## src/rtl/ifetch_pkg.sv

```systemverilog
// Shared types for the instruction-fetch requester: FSM states, fetch-queue entry, PC step.
package ifetch_pkg;

    typedef enum logic [1:0] {
        S_BOOT,
        S_RUN,
        S_HALT
    } state_t;

    typedef struct packed {
        logic [31:0] pc;
        logic [31:0] ins;
    } fq_entry_t;

    localparam logic [31:0] PC_STEP = 32'd4;

endpackage

```

## src/rtl/ifetch_fifo.sv

```systemverilog
// Small synchronous FIFO of fetch-queue entries with flush; head is always the oldest entry.
module ifetch_fifo
    import ifetch_pkg::*;
#(
    parameter int DEPTH = 2,
    parameter int CW    = $clog2(DEPTH + 1)
) (
    input  logic            clk,
    input  logic            rst,
    input  logic            flush,
    input  logic            push,
    input  logic            pop,
    input  fq_entry_t       din,
    output fq_entry_t       head,
    output logic [CW-1:0]   count
);

    localparam int AW = (DEPTH > 1) ? $clog2(DEPTH) : 1;

    fq_entry_t       mem [DEPTH];
    logic [AW-1:0]   rd_ptr;
    logic [AW-1:0]   wr_ptr;
    logic            do_push;
    logic            do_pop;

    function automatic logic [AW-1:0] bump(input logic [AW-1:0] p);
        return (p == AW'(DEPTH - 1)) ? '0 : p + AW'(1);
    endfunction

    assign do_pop  = pop && (count != '0);
    assign do_push = push && ((count != CW'(DEPTH)) || do_pop);
    assign head    = mem[rd_ptr];

    always_ff @(posedge clk) begin
        if (do_push) begin
            mem[wr_ptr] <= din;
        end
    end

    // Flush wins over push/pop so a redirect leaves the queue empty.
    always_ff @(posedge clk) begin
        if (rst || flush) begin
            rd_ptr <= '0;
            wr_ptr <= '0;
            count  <= '0;
        end else begin
            if (do_push) begin
                wr_ptr <= bump(wr_ptr);
            end
            if (do_pop) begin
                rd_ptr <= bump(rd_ptr);
            end
            case ({do_push, do_pop})
                2'b10:   count <= count + CW'(1);
                2'b01:   count <= count - CW'(1);
                default: count <= count;
            endcase
        end
    end

endmodule

```

## src/rtl/ifetch_req.sv

```systemverilog
// Instruction-fetch requester: PC, credit-limited SRAM requests, fetch queue toward decode.
// Optional misaligned-redirect trap enabled by defining IFETCH_ALIGN_CHK_EN.
module ifetch_req
    import ifetch_pkg::*;
#(
    parameter logic [31:0] RESET_PC = 32'h0000_0000,
    parameter int          FQ_DEPTH = 2
) (
    input  logic        clk,
    input  logic        rst,
    output logic [15:0] ins_a,
    output logic        ins_e,
    input  logic [31:0] ins,
    input  logic        branch,
    input  logic [31:0] branch_tgt,
    input  logic        ifu_rdy,
    output logic        ifu_en,
    output logic [31:0] ifu_pc,
    output logic [31:0] ifu_ins,
    output logic        fetch_err
);

    localparam int CW = $clog2(FQ_DEPTH + 1);

    state_t          state;
    state_t          state_nx;
    logic [31:0]     pc;
    logic [31:0]     rpc;
    logic [31:0]     tgt;
    logic            inflight;
    logic            issue;
    logic            push;
    logic            pop;
    logic            credit_ok;
    logic            misaligned;
    logic            redirect;
    logic [CW-1:0]   count;
    fq_entry_t       head;

`ifdef IFETCH_ALIGN_CHK_EN
    assign tgt        = branch_tgt;
    assign misaligned = branch && (branch_tgt[1:0] != 2'b00);
`else
    assign tgt        = {branch_tgt[31:2], 2'b00};
    assign misaligned = 1'b0;
`endif

    assign redirect  = branch && (state != S_HALT);
    assign pop       = ifu_en && ifu_rdy;
    assign push      = inflight && !branch;
    assign credit_ok = (int'(count) + int'(inflight)) < FQ_DEPTH;

    always_comb begin
        state_nx = state;
        issue    = 1'b0;
        case (state)
            S_BOOT: state_nx = misaligned ? S_HALT : S_RUN;
            S_RUN: begin
                if (misaligned) begin
                    state_nx = S_HALT;
                end else begin
                    issue = !branch && (credit_ok || pop);
                end
            end
            S_HALT:  state_nx = S_HALT;
            default: state_nx = S_BOOT;
        endcase
    end

    // A redirect drops the outstanding response by clearing inflight.
    always_ff @(posedge clk) begin
        if (rst) begin
            state    <= S_BOOT;
            pc       <= RESET_PC;
            rpc      <= '0;
            inflight <= 1'b0;
        end else begin
            state <= state_nx;
            if (redirect) begin
                pc       <= tgt;
                inflight <= 1'b0;
            end else begin
                inflight <= issue;
                if (issue) begin
                    pc  <= pc + PC_STEP;
                    rpc <= pc;
                end
            end
        end
    end

`ifdef IFETCH_ALIGN_CHK_EN
    always_ff @(posedge clk) begin
        if (rst) begin
            fetch_err <= 1'b0;
        end else if (misaligned && (state != S_HALT)) begin
            fetch_err <= 1'b1;
        end
    end
`else
    assign fetch_err = 1'b0;
`endif

    ifetch_fifo #(
        .DEPTH (FQ_DEPTH),
        .CW    (CW)
    ) u_fifo (
        .clk   (clk),
        .rst   (rst),
        .flush (branch),
        .push  (push),
        .pop   (pop),
        .din   ('{pc: rpc, ins: ins}),
        .head  (head),
        .count (count)
    );

    assign ins_a   = pc[15:0];
    assign ins_e   = issue;
    assign ifu_en  = (count != '0);
    assign ifu_pc  = ifu_en ? head.pc  : '0;
    assign ifu_ins = ifu_en ? head.ins : '0;

endmodule
```

## config.mk

```make
export PLATFORM = sky130hd
export DESIGN_NAME = ifetch_req
export DESIGN_NICKNAME = d
export VERILOG_FILES = /design/src/rtl/ifetch_pkg.sv /design/src/rtl/ifetch_fifo.sv /design/src/rtl/ifetch_req.sv
export SDC_FILE = /design/constraint.sdc
export NUM_CORES = 1
export LEC_CHECK = 0
export CAP_MARGIN = 20
export CORE_MARGIN = 3
export CORE_UTILIZATION = 48
export DETAILED_ROUTE_END_ITERATION = 16
export PLACE_DENSITY = 0.82
export SYNTH_ARGS = -nofsm -noshare
export SYNTH_HDL_FRONTEND = slang
export SYNTH_HIERARCHICAL = 1
export SYNTH_SLANG_ARGS = --single-unit
export TNS_END_PERCENT = 20
```

## constraint.sdc

```tcl
create_clock -name clk -period 4.2 [get_ports clk]
set_input_delay 0.84 -clock clk [delete_from_list [all_inputs] [get_ports clk]]
set_output_delay 0.84 -clock clk [all_outputs]
set_load 0.01 [all_outputs]
```

* Word-level counts from Yosys, hierarchy flattened *
Memories as Yosys holds them, arrays and structs flattened. A register that Yosys moved wholly into a read port is not among the register bits.
Cells that the tools add are included.

word-level totals
  register bits after elaboration = 71
  bits in writable memories = 128
  input bits = 68
  output and inout bits = 83
  word-level logic and storage cells = 52
  memories = 1

memories
  memory      depth  bits a word  rd ports  clocked after Yosys merged registers in  wr ports  line               RTL
  u_fifo.mem  2      64           1         1                                        1         ifetch_fifo.sv:20  fq_entry_t mem [DEPTH];

cells by class
  $add $sub $neg = 6
  order comparisons = 1
  equality and inequality tests = 6
  multiplexer cells = 13
  bitwise operators = 1
  reduce and logical (&&, ||, !) cells = 16

operators by type and width
  operator                                                                count
  32-bit two-way mux                                                      4
  32-bit by 3-bit adder with 32-bit output (second input constant)        1
  1-bit two-way mux                                                       7
  1-bit logical AND                                                       6
  2-bit case mux with 3 select lines                                      1
  2-bit nonzero test                                                      3
  2-bit by 1-bit equality test with 1-bit output (second input constant)  2
  2-bit equality test (second input constant)                             2
  2-bit != test (second input constant)                                   2
  2-bit case mux with 2 select lines                                      1
  2-bit by 1-bit adder with 3-bit output                                  1
  1-bit logical OR                                                        3
  3-bit by 2-bit < comparator with 1-bit output (second input constant)   1
  1-bit adder (second input constant)                                     2
  2-bit by 1-bit adder with 2-bit output (second input constant)          1
  2-bit logical NOT                                                       1
  2-bit AND reduction                                                     1
  2-bit OR reduction                                                      1
  2-bit by 1-bit subtractor with 2-bit output (second input constant)     1
  1-bit logical NOT                                                       1
  1-bit NOT                                                               1

* Depth between registers and ports, before layout *
  depth after elaboration = 7
  gate-level depth with buffers = 7
  depth with buffers taken out = 6

* Hierarchy *
Netlist, hierarchy kept.

by module, submodules not included
  module       instances  cells an instance  area an instance (sq um)  sequential area each (sq um)
  ifetch_fifo  1          228                4888.4                    3943.8
  ifetch_req   1          465                3452.1                    1261.2

* Worst setup path after synthesis *
Ideal clock, no wire load.

  path type = input to register
  start point = input port branch
  end point = memory u_fifo/mem[0][0] in the netlist's numbering (enable)
  setup time = 0.486 ns
  data arrival time = 3.988 ns
  data required time = 3.714 ns
  slack = -0.275 ns
  stages = 3
  cells stage by stage = nor2b_1 -> o31ai_4 -> nor2_1

on the way
  cells in the longest elaborated chain, start to end = 5

ends and longest elaborated chain
  element                                  line               RTL
  start: declaration                       ifetch_req.sv:14   input logic branch,
  1-bit logical NOT                        ifetch_req.sv:50   assign push = inflight && !branch;
  1-bit logical AND                        ifetch_req.sv:50
  1-bit logical AND                        ifetch_fifo.sv:31  assign do_push = push && ((count != CW'(DEPTH)) || do_pop);
  1-bit two-way mux                        ifetch_fifo.sv:35  if (do_push) begin
  1-bit two-way mux (implied by the code)  ifetch_fifo.sv:36  mem[wr_ptr] <= din;
  end: declaration                         ifetch_fifo.sv:20

No other way between the ends.

* Worst setup path in the final report *
  start point = input port branch
  end point = output port ins_e

on the way
  cells in the longest elaborated chain, start to end = 3

ends and longest elaborated chain
  element            line              RTL
  1-bit logical NOT  ifetch_req.sv:62  issue = !branch && (credit_ok || pop);
  1-bit logical AND  ifetch_req.sv:62
  1-bit two-way mux  ifetch_req.sv:56  case (state)
  end: declaration   ifetch_req.sv:12  output logic ins_e,

No other way between the ends.

==> impl_metrics.tcl <==
set metrics [dict create \
    rows 47 \
    critical_path_peak_fanout 7 \
    synth.yosys.seq_area_share_pct 62.41 \
    cts_tree "built" \
    cp_common_cell "sky130_fd_sc_hd__clkdlybuf4s50_1" \
    drt-vias-per-instance 5.338 \
    final_setup_viols 0 \
    critical_path_slowest_stage_cell "sky130_fd_sc_hd__clkdlybuf4s50_1" \
    finalClockSkew_ns 0.008283 \
    clock_latency_ns 0.42 \
    power_switching_uw 847.6 \
    drc_errors 0 \
    synth_cell_types 60 \
    power_report.internal_total_mw 3.102 \
    most-common-layout-cells "sky130_fd_sc_hd__clkdlybuf4s50_1, sky130_fd_sc_hd__edfxtp_1, sky130_fd_sc_hd__nand2_1" \
    portBuffers 145 \
    power_leakage_nw 3.543 \
    place.gp.congestion 0.8591 \
    synth_ff_type "sky130_fd_sc_hd__edfxtp_1" \
    synth_enable_flop_cells 128 \
    outcome "finished clean" \
    synth_to_layout_area_growth_pct 25.76 \
    setup-tns-final_ns 0 \
    grt_usage_pct 18.13 \
    slew_viol_final 0 \
    routed_wirelength_um 16910 \
    grt_setup_unrepaired "no" \
    sink_count 196 \
    drv.max_cap_violation_count 0 \
    setup_repair_bufs_after_cts 0 \
    cts-buffers-inserted 17 \
    fmaxAchievable_ghz 0.2916 \
    average_instance_area_after_synthesis_um2 12.04 \
    cts_hold_repair.buffers 0 \
    final_net_count 886 \
    place.detailed.hpwl_um 10970 \
    worst-path-buf-inv 3 \
    path_delay_family "buffers and inverters" \
    detail_route.iter0.violations 350 \
    grt_start_max_net_pins 65 \
    critical-path-max-stage-delay_ns 0.57 \
    timing.hold.worst.class "flop to flop" \
    global_route_wire_length_before_repair_um 26780 \
    routed_wire_length_per_instance_um 16.10 \
    detailedRoute.firstPassIterationCount 5 \
    post_dp_cell_area_um2 9892 \
    pin_slew_with_the_least_headroom_to_its_limit_ns 0.9053 \
    cp-start-kind "input pin" \
    swShare_pct 21.46 \
    hold_slack_ns 0.4392 \
    fraction_of_layout_instances_using_a_drive_strength_above_1_pct 6.627 \
    initial_utilization_pct 49.59 \
    postSynth.asyncResetShare_pct 0 \
    grt.overflow.total 0 \
    clock_transition_at_the_register_clock_pins_on_the_worst_setup_and_hold_paths_after_cts_ns 0.07 \
    ys.warnings.count 6 \
    power_frac_clock_pct 40.5 \
    synth.cell_area_um2 8340 \
    final_cell_area_um2 10490 \
    dieArea_um2 18990 \
    fillerInstances 1345 \
    cellPowerDensity_nw_per_um2 376.6 \
    layout_worst_path_cycle_share_pct 81.64 \
    worst-setup-path-type "input pin to output port" \
    ctsResizeCount 0 \
    clockBufferDepth 2 \
    antenna-diode-count 0 \
    clk_root_buffer_cell "sky130_fd_sc_hd__clkbuf_16" \
    path_cells "clkdlybuf4s50_1 -> nor3b_1 -> o21ai_4 -> inv_1 -> clkdlybuf4s50_1" \
    slew_headroom_pct 39.38 \
    most_common_cell_after_layout_fill_and_taps_aside "sky130_fd_sc_hd__clkdlybuf4s50_1" \
    synth_cells 693 \
    htree_levels 4 \
    core_um2 16820 \
    die_wd_um 137.8 \
    number_of_antenna_violations_at_the_first_check_in_global_routing 0 \
    io_pins 151 \
    crit_path_end_kind "output port" \
    ir_drop_v 0.0002921 \
    worst_ep_arrival_time_ns 2.59 \
    routed-via-count 5605 \
    final_hold_viol_count 0 \
    ys_ff_latch 196 \
    setup.reg_to_reg.worst_slack_ns 1.32 \
    share_comb_of_total_power_pct 5.6 \
    seq_power_share_pct 53.9 \
    first_global_vias 5372 \
    antenna_violating_nets_post_route 0 \
    crit_required_ns 3.36 \
    die_y_um 137.8 \
    timing.final.crit_period_ns 3.429 \
]
metal layers:
| metal | GRT usage [%] | share of wire, % |
|---|---|---|
| met2 | 29.58 | 47 |
| met5 | 0 | 0 |
| met1 | 23.68 | 44 |
| met3 | 4.164 | 7.8 |
| met4 | 6.806 | 1.5 |
worst reg2reg max path: stages, from the launching register on:
cell and delay, ns:
sky130_fd_sc_hd__dfxtp_1 0.50, sky130_fd_sc_hd__or2_2 0.56, sky130_fd_sc_hd__buf_4 0.30, sky130_fd_sc_hd__and2_1 0.28, sky130_fd_sc_hd__o31ai_4 0.12, sky130_fd_sc_hd__nor2_4 0.42, sky130_fd_sc_hd__buf_12 0.34
path summary, 6_finish.rpt:
kind | endpoint | cells after the start | startpoint
worst max register to register | u_fifo/mem[0][2]$_DFFE_PP_ | 6 | u_fifo/count[0]$_SDFFE_PP0P_
worst min-delay path | state[0]$_SDFFE_PP0P_ | 1 | state[1]$_SDFFE_PP0P_
worst min register to register | state[0]$_SDFFE_PP0P_ | 1 | state[1]$_SDFFE_PP0P_
worst max-delay path | ins_e | 5 | branch
synth_stat cells (9+ instances only):
cell type / count / area share, %
sky130_fd_sc_hd__edfxtp_1: 128 / 46
sky130_fd_sc_hd__nand2_1: 89 / 4.0
sky130_fd_sc_hd__dfxtp_1: 68 / 16
sky130_fd_sc_hd__and2_1: 66 / 5.0
sky130_fd_sc_hd__mux2_1: 64 / 8.6
sky130_fd_sc_hd__a21oi_1: 52 / 3.1
sky130_fd_sc_hd__clkbuf_1: 25 / 1.1
sky130_fd_sc_hd__nor2_1: 23 / 1.0
sky130_fd_sc_hd__nand3_1: 22 / 1.3
sky130_fd_sc_hd__buf_4: 18 / 1.6
sky130_fd_sc_hd__o21ai_0: 14 / 0.84
sky130_fd_sc_hd__a31oi_1: 9 / 0.68
power groups by stage:
stage	combinational, mW	sequential, mW	clock [mW]
final	0.221	2.13	1.60
after global routing	0.243	2.13	1.71
after CTS	0.222	2.13	1.64
after detailed placement	0.220	2.17	0
after global placement	0.216	2.17	0
after floorplan	0.115	2.16	0
per-stage QoR:
| step | worst slack, ns | total power [mW] | cells | util [%] |
|---|---|---|---|---|
| 3_3_place_gp | 0.7835 | 2.383 | 1017 | 58.82 |
| 4_1_cts | 0.7494 | 3.984 | 1049 | 62.33 |
| 2_1_floorplan | -0.2747 | 2.271 | 699 | - |
| 3_5_place_dp | 0.7264 | 2.390 | 1017 | 58.82 |
| 6_report | 0.7710 | 3.950 | 1050 | 62.36 |
| 5_1_grt | 0.6401 | 4.082 | 1050 | 62.36 |
state kept, by name, indices dropped and copies added (netlist names), named ones only:
| name | count |
|---|---|
| u_fifo/mem | 128 |
| pc | 30 |
| rpc | 30 |
| state | 2 |
| u_fifo/count | 2 |
| inflight | 1 |
| u_fifo/rd_ptr | 1 |
| u_fifo/wr_ptr | 1 |
cell families (layout without fill, tap and decap cells):
family,count (synthesis),after routing,share of synthesized area (%)
and+or+nand+nor,251,251,15.59
muxes,69,69,9.256
DFF,196,196,62.41
buffers and inverters,63,194,4.215
xor gates and xnor gates,5,5,0.5250
other,1,7,0.04496
AOI/OAI and AO/OA,107,107,7.816
adders and majority gates,1,1,0.1500
area by class of cell:
type	instances	area (um^2)	share of cell area [%]
clock inverter	11	110.1	1.050
timing repair buffer	155	1556	14.84
sequential	196	5206	49.64
inverter	7	26.28	0.2505
clock buffer	21	481.7	4.593
multi-input combinational	440	2833	27.01
tap	220	275.3	2.624
(Power assumes the default switching activity.)
